## src/rtl/clock_set_ctrl.sv

```systemverilog
// clock_set_ctrl: time-setting sequencer for the clock.
// Ports: CLK, RST (sync, active-high), TICK_MS (1 kHz strobe),
//   MODE/UP/DN _FLAG (debounced edge) and _STATE (0 = pressed),
//   FIELD (0 run, 1 h, 2 m, 3 s), SET_MODE, INC, DEC, BLINK.
`timescale 1ns/1ps
module clock_set_ctrl #(
    parameter int LONG_MS    = 800,
    parameter int REPEAT_MS  = 150,
    parameter int TIMEOUT_MS = 8000,
    parameter int BLINK_MS   = 250
) (
    input  logic       CLK,
    input  logic       RST,
    input  logic       TICK_MS,
    input  logic       MODE_FLAG,
    input  logic       MODE_STATE,
    input  logic       UP_FLAG,
    input  logic       UP_STATE,
    input  logic       DN_FLAG,
    input  logic       DN_STATE,
    output logic [1:0] FIELD,
    output logic       SET_MODE,
    output logic       INC,
    output logic       DEC,
    output logic       BLINK
);

    typedef enum logic [1:0] {
        RUN   = 2'd0,
        SET_H = 2'd1,
        SET_M = 2'd2,
        SET_S = 2'd3
    } state_t;

    typedef enum logic [1:0] {
        OWN_NONE = 2'd0,
        OWN_UP   = 2'd1,
        OWN_DN   = 2'd2
    } owner_t;

    localparam logic [13:0] LONG_C    = 14'(LONG_MS);
    localparam logic [13:0] RELOAD_C  = 14'(LONG_MS - REPEAT_MS);
    localparam logic [13:0] TIMEOUT_C = 14'(TIMEOUT_MS);
    localparam logic [13:0] BLINK_C   = 14'(BLINK_MS);

    state_t      state_q, state_n;
    owner_t      owner_q, owner_n;
    logic [13:0] hold_q, hold_n;
    logic [13:0] idle_q, idle_n;
    logic [13:0] bcnt_q, bcnt_n;
    logic        blink_q, blink_n;
    logic        set_q;
    logic        inc_q, inc_n;
    logic        dec_q, dec_n;

    logic mode_press;
    logic up_press, up_release;
    logic dn_press, dn_release;
    logic owner_release;

    assign mode_press = MODE_FLAG & ~MODE_STATE;
    assign up_press   = UP_FLAG & ~UP_STATE;
    assign up_release = UP_FLAG & UP_STATE;
    assign dn_press   = DN_FLAG & ~DN_STATE;
    assign dn_release = DN_FLAG & DN_STATE;

    assign owner_release = (owner_q == OWN_UP && up_release) ||
                           (owner_q == OWN_DN && dn_release);

    always_comb begin
        state_n = state_q;
        owner_n = owner_q;
        hold_n  = hold_q;
        idle_n  = idle_q;
        bcnt_n  = bcnt_q;
        blink_n = blink_q;
        inc_n   = 1'b0;
        dec_n   = 1'b0;

        if (state_q == RUN) begin
            if (mode_press) begin
                state_n = SET_H;
                blink_n = 1'b1;
                bcnt_n  = '0;
                idle_n  = '0;
            end
        end else if (mode_press) begin
            // Advancing the field drops any held key; it must be
            // pressed again before it adjusts the new field.
            state_n = (state_q == SET_S) ? RUN
                                         : state_t'(state_q + 2'd1);
            owner_n = OWN_NONE;
            hold_n  = '0;
            idle_n  = '0;
            bcnt_n  = '0;
            blink_n = (state_q != SET_S);
        end else begin
            if (owner_q == OWN_NONE) begin
                if (up_press) begin
                    owner_n = OWN_UP;
                    inc_n   = 1'b1;
                    hold_n  = '0;
                end else if (dn_press) begin
                    owner_n = OWN_DN;
                    dec_n   = 1'b1;
                    hold_n  = '0;
                end
            end else if (owner_release) begin
                owner_n = OWN_NONE;
                hold_n  = '0;
            end else if (TICK_MS) begin
                // Reload below threshold so later pulses come
                // every REPEAT_MS ticks.
                if (hold_q + 14'd1 == LONG_C) begin
                    hold_n = RELOAD_C;
                    inc_n  = (owner_q == OWN_UP);
                    dec_n  = (owner_q == OWN_DN);
                end else begin
                    hold_n = hold_q + 14'd1;
                end
            end

            if (owner_n != OWN_NONE) begin
                blink_n = 1'b1;
                bcnt_n  = '0;
            end else if (TICK_MS) begin
                if (bcnt_q + 14'd1 == BLINK_C) begin
                    blink_n = ~blink_q;
                    bcnt_n  = '0;
                end else begin
                    bcnt_n = bcnt_q + 14'd1;
                end
            end

            // Any press here also cancels a coincident timeout.
            if (up_press || dn_press || owner_q != OWN_NONE) begin
                idle_n = '0;
            end else if (TICK_MS) begin
                if (idle_q + 14'd1 == TIMEOUT_C) begin
                    state_n = RUN;
                    owner_n = OWN_NONE;
                    hold_n  = '0;
                    idle_n  = '0;
                    bcnt_n  = '0;
                    blink_n = 1'b0;
                end else begin
                    idle_n = idle_q + 14'd1;
                end
            end
        end
    end

    always_ff @(posedge CLK) begin
        if (RST) begin
            state_q <= RUN;
            owner_q <= OWN_NONE;
            hold_q  <= '0;
            idle_q  <= '0;
            bcnt_q  <= '0;
            blink_q <= 1'b0;
            set_q   <= 1'b0;
            inc_q   <= 1'b0;
            dec_q   <= 1'b0;
        end else begin
            state_q <= state_n;
            owner_q <= owner_n;
            hold_q  <= hold_n;
            idle_q  <= idle_n;
            bcnt_q  <= bcnt_n;
            blink_q <= blink_n;
            set_q   <= (state_n != RUN);
            inc_q   <= inc_n;
            dec_q   <= dec_n;
        end
    end

    assign FIELD    = state_q;
    assign SET_MODE = set_q;
    assign INC      = inc_q;
    assign DEC      = dec_q;
    assign BLINK    = blink_q;

endmodule

```

## config.mk

```make
export PLATFORM = sky130hd
export DESIGN_NAME = clock_set_ctrl
export DESIGN_NICKNAME = d
export VERILOG_FILES = /design/src/rtl/clock_set_ctrl.sv
export SDC_FILE = /design/constraint.sdc
export NUM_CORES = 1
export LEC_CHECK = 0
export ABC_AREA = 0
export BUFFER_PORTS_ARGS = -buffer_cell sky130_fd_sc_hd__buf_2
export CAP_MARGIN = 20
export CORE_MARGIN = 3
export CORE_UTILIZATION = 35
export DETAILED_ROUTE_END_ITERATION = 6
export SLEW_MARGIN = 10
export SYNTH_ARGS = -nofsm -noshare
export SYNTH_HDL_FRONTEND = slang
export SYNTH_SLANG_ARGS = --single-unit
```

## constraint.sdc

```tcl
create_clock -name CLK -period 3.04 [get_ports CLK]
set_input_delay 0.76 -clock CLK [delete_from_list [all_inputs] [get_ports CLK]]
set_output_delay 0.76 -clock CLK [all_outputs]
set_load 0.02 [all_outputs]
```

* Word-level counts from Yosys, hierarchy flattened *
Index checks and enable logic that the tools add are counted.

word-level totals
  register bits after elaboration = 50
  input bits = 9
  output and inout port bits = 6
  logic and storage cells = 104

operators by class
  $add $sub $neg = 4
  eq/ne operators = 8
  multiplexer cells = 61
  bitwise gates (word level) = 9
  reduce and logical (&&, ||, !) cells = 13

operator list
  cell                                             number
  2-to-1 mux 14 bit                                24
  adder 14 x 1 -> 14 bit, second input constant    3
  2-to-1 mux 2 bit                                 17
  2-to-1 mux 1 bit                                 20
  == test 14 x 10 -> 1 bit, second input constant  1
  == test 14 x 13 -> 1 bit, second input constant  1
  == test 14 x 8 -> 1 bit, second input constant   1
  nonzero test 2 bit                               3
  AND 1 bit                                        5
  == test 2 bit, second input constant             2
  logical NOT 2 bit                                2
  inequality test 2 bit, second input constant     2
  NOT 1 bit                                        4
  logical OR 1 bit                                 3
  nonzero test 3 bit                               1
  OR reduction 3 bit                               1
  adder 2 x 1 -> 2 bit, second input constant      1
  == test 2 x 1 -> 1 bit, second input constant    1
  logical AND 1 bit                                2
  AND reduction 2 bit                              1

* Longest topological paths before layout *
  word-level depth = 14
  mapped depth = 11
  mapped depth without buffers = 8

* Worst setup path after synthesis *
OpenSTA, ideal clock, no wires.

  kind = input to register
  from = in UP_FLAG
  to = reg bcnt_q[2]
  library setup time = 0.121 ns
  data arrival time = 2.368 ns
  required time = 2.919 ns
  setup slack = 0.551 ns
  stages on the path = 9
  path buffers = 2
  cells stage by stage = nor2b_1 -> nor4_1 -> nand4_1 -> or4_1 -> buf_2 -> and3_1 -> buf_6 -> a31oi_1 -> o22ai_1

on the way
  word-level cells in the longest chain between the ends = 14
  elaborated cells between the ends (all ways) = 18
  classes of those cells = 11 x mux; 2 x bitwise; 5 x reduce/logical

RTL lines
  element                 line  RTL
  start: declaration      17    input logic UP_FLAG,
  AND 1 bit               63    assign up_release = UP_FLAG & UP_STATE;
  logical AND 1 bit       67    assign owner_release = (owner_q == OWN_UP && up_release) ||
  logical OR 1 bit        67
  2-to-1 mux 2 bit        108   end else if (owner_release) begin
  2-to-1 mux 2 bit        98    if (owner_q == OWN_NONE) begin
  2-to-1 mux 2 bit        87    end else if (mode_press) begin
  2-to-1 mux 2 bit        80    if (state_q == RUN) begin
  nonzero test 2 bit      123   if (owner_n != OWN_NONE) begin
  2-to-1 mux 14 bit       123
  2-to-1 mux 14 bit       139   if (idle_q + 14'd1 == TIMEOUT_C) begin
  2-to-1 mux 14 bit       138   end else if (TICK_MS) begin
  2-to-1 mux 14 bit (*)   136   if (up_press || dn_press || owner_q != OWN_NONE) begin
  2-to-1 mux 14 bit (*)   87
  2-to-1 mux 14 bit (*)   80
  end signal: assignment  169   bcnt_q <= bcnt_n;
  end: declaration        50    logic [13:0] bcnt_q, bcnt_n;

Every way passes the cells marked *; elsewhere a longest branch is shown, timed or not. The select of a mux whose other input is x is not followed.
A chain may end at the register's enable or synchronous reset.

* Worst setup path in the final report *
  from = reg idle_q[0]
  to = reg hold_q[7]

on the way
  word-level cells in the longest chain between the ends = 6

RTL lines
  element                   line  RTL
  start: declaration        49    logic [13:0] idle_q, idle_n;
  start signal: assignment  168   idle_q <= idle_n;
  adder 14 x 1 -> 14 bit    139
  == test 14 x 13 -> 1 bit  139
  2-to-1 mux 14 bit         139
  2-to-1 mux 14 bit         138
  2-to-1 mux 14 bit         136
  2-to-1 mux 14 bit         87
  end signal: assignment    167   hold_q <= hold_n;
  end: declaration          48    logic [13:0] hold_q, hold_n;

No other way between the ends.

==> flow_summary.json <==
{
  "status": "complete, no violations",
  "core.rowCount": 35,
  "i_o_pins": 15,
  "number_of_global_route_vias_before_repair": 3382,
  "synthesis_warnings": 0,
  "fin_tns_setup_ps": 0,
  "drive_above_1_share_pct": 10.93,
  "via_count": 3687,
  "final.period_utilization_pct": 89.38,
  "drcViolationCount": 0,
  "synth_sequential_area_ratio_pct": 28.72,
  "post_synth_num_cell_types": 61,
  "design.final.nets": 518,
  "max_slew_headroom_at_the_worst_pin_pct": 34.90,
  "fill_cells": 1020,
  "viasPerCell": 5.834,
  "grt_usage_pct": 17.07,
  "setup_repair_after_global_routing_missed_its_margin": "false",
  "drtAntennaViolNets": 0,
  "antenna_cells_inserted": 0,
  "final.hold.worst_slack_ps": 519.1,
  "drt-total-wl_mm": 9.251,
  "timing.rr.start": "idle_q[0]",
  "critical_path_type": "reg2reg",
  "synth_top_flop_cell": "dfxtp_1",
  "synth_edf_count": 0,
  "die_width_um": 105.8,
  "setup.worst_path.end_class": "flop",
  "htree_levels": 2,
  "area_delta_synth_final_pct": 10.37,
  "setup_viol": 0,
  "max_cap_viol_count": 0,
  "critical_path.max_fanout": 10,
  "finalWeightedCongestion": 0.8609,
  "cts-buffers-inserted": 5,
  "dieArea_um2": 11190,
  "avgSynthCellArea_um2": 7.028,
  "final-hold-violation-count": 0,
  "overflow": 0,
  "max_freq_mhz": 368.0,
  "worstRegToRegCells": 9,
  "cp.required_ps": 3250,
  "clock-root-buffer": "clkbuf_8",
  "hp-class": "reg2reg",
  "cts_hold_repair.buffers": 0,
  "ys_ff_latch": 50,
  "cp-endpoint": "hold_q[7]",
  "clk_pin_slew_ps": 90,
  "report.final.slew_viol_count": 0,
  "rrSetupSlack_ps": 320,
  "clock_sink_total": 50,
  "postLayoutCoreUtil_pct": 40.67,
  "initialDrtViolationCount": 323,
  "post-cts-setup-buffer-count": 0,
  "antenna_found_initial": 0,
  "io_buffer_count": 14,
  "synth_async_sr_flop_share_pct": 0,
  "tightestPinTransition_ps": 974.5,
  "ctsResizeCount": 0,
  "grt_start_max_net_pins": 30,
  "leakagePower_nw": 1.280,
  "cp_data_arrival_time_ps": 2930,
  "timing.clock.skew_ps": 7.267,
  "detailed_place_hpwl_mm": 6.733,
  "reg2reg_to": "hold_q[7]",
  "crit_path_start": "idle_q[0]",
  "die_y_um": 105.8,
  "peakVddDrop_mv": 0.1817,
  "tritoncts": "yes",
  "drt_first_pass_iters": 6,
  "post_synth_instance_area_um2": 3486,
  "wl_per_cell_um": 14.64,
  "clock_latency_at_the_later_pin_of_the_worst_skew_pair_ps": 310,
  "synthCells": 496,
  "postSynthNetCount": 512,
  "grt_first_pass_wirelength_mm": 16.09,
  "initial_utilization_pct": 36.85,
  "powerDensity_nw_per_um2": 355.3,
  "ctsLongestPathBuffers": 2,
  "cp-start-kind": "flop",
  "core_region_area_um2": 9459,
  "final_period_minus_worst_setup_slack_ps": 2717
}
-- cell families after synthesis --
family / count (synthesis) / synth area share [%]
multiplexers: 1 / 0.2872
AO/OA/AOI/OAI: 142 / 26.31
flip-flops: 50 / 28.72
buffers and inverters: 50 / 5.779
XOR/XNOR: 8 / 2.010
AND/OR/NAND/NOR: 238 / 34.39
adder cells (fa/ha/maj): 7 / 2.512
-- layout by cell type, fill, tap and decap left out, drive strengths merged, types with 5 or more instances in the layout --
master  synthesis  routed
nor2           57      57
nand2          56      56
dfxtp          50      50
o21ai          46      46
buf             6      38
nand3          28      28
a21oi          24      24
nor3           22      22
nand4          16      16
a31oi          16      16
nor4           13      13
inv            11      11
and3            8       8
o31ai           8       8
nand2b          7       7
a22oi           7       7
ha              7       7
clkbuf         33       7
xnor2           5       5
o211ai          5       5
or3             5       5
-- layer usage --
metal / track usage, % / wire length, um / up-vias
li1: - / - / 1848
met1: 22.98 / 4356 / 1718
met2: 28.23 / 4277 / 102
met3: 2.388 / 448 / 19
met4: 5.273 / 168 / 0
met5: 0 / 0 / -
-- sequential cells by signal, indices dropped and copies added, names as in the netlist --
name	count
bcnt_q	14
INC	1
hold_q	14
SET_MODE	1
FIELD	2
idle_q	14
BLINK	1
DEC	1
owner_q	2
-- how the worst min path moves through the flow --
| stage | from | end | slack (ps) | cells past startpoint |
|---|---|---|---|---|
| after floorplan | idle_q[13] | idle_q[13] | 460 | 2 |
| after global placement | idle_q[13] | idle_q[13] | 490 | 2 |
| after detailed placement | idle_q[13] | idle_q[13] | 510 | 2 |
| after CTS | idle_q[13] | idle_q[13] | 520 | 2 |
| after global routing | idle_q[13] | idle_q[13] | 550 | 2 |
| final | idle_q[13] | idle_q[13] | 520 | 2 |
-- worst max-delay path: stages, from the launching register on --
cell and delay [ps]:
dfxtp_1 400, ha_1 220, nand4_1 180, nor4_2 280, xnor2_1 180, buf_4 170, nor4_2 60, nor2_1 610
o21ai_0 190, o41ai_1 330
-- Yosys cell counts (all sizes together), types with 8 or more instances --
| library cell | count | area [um2] |
|---|---|---|
| nand2 | 56 | 210.2 |
| nor4 | 13 | 93.84 |
| nor2 | 57 | 214.0 |
| o21ai | 46 | 230.2 |
| clkbuf | 33 | 123.9 |
| o31ai | 8 | 60.06 |
| nand3 | 28 | 145.1 |
| dfxtp | 50 | 1001 |
| nand4 | 16 | 100.1 |
| a31oi | 16 | 106.4 |
| and3 | 8 | 50.05 |
| inv | 11 | 41.29 |
| nor3 | 22 | 110.1 |
| a21oi | 24 | 120.1 |
-- stage by stage --
step | area, um2 | setup slack, ps | std cells | power, W
2_1_floorplan | 3486 | 550.8 | 496 | 0.0008303
3_3_place_gp | 3736 | 214.5 | 623 | 0.0009013
3_5_place_dp | 3736 | 157.2 | 623 | 0.0009036
4_1_cts | 3842 | 143.9 | 631 | 0.001387
5_1_grt | 3847 | 68.22 | 632 | 0.001437
6_report | 3847 | 322.8 | 632 | 0.001367
-- power breakdown --
group	leakage, nW	switching (W)	internal [W]
logic	0.823	0.000143	0.0000710
registers	0.404	0.0000127	0.000664
clock network	0.0524	0.000230	0.000247
-- cell type report --
| class | instances | area, um2 | share of cell area (%) |
|---|---|---|---|
| multi-input combinational | 396 | 2290 | 59.51 |
| inverter | 11 | 41.29 | 1.073 |
| clock inverter | 1 | 30.03 | 0.7805 |
| sequential | 50 | 1001 | 26.02 |
| clock buffer | 7 | 76.32 | 1.984 |
| tap | 129 | 161.4 | 4.195 |
| timing repair buffer | 38 | 247.7 | 6.439 |
No activity file was read; power rests on OpenSTA's default activity.
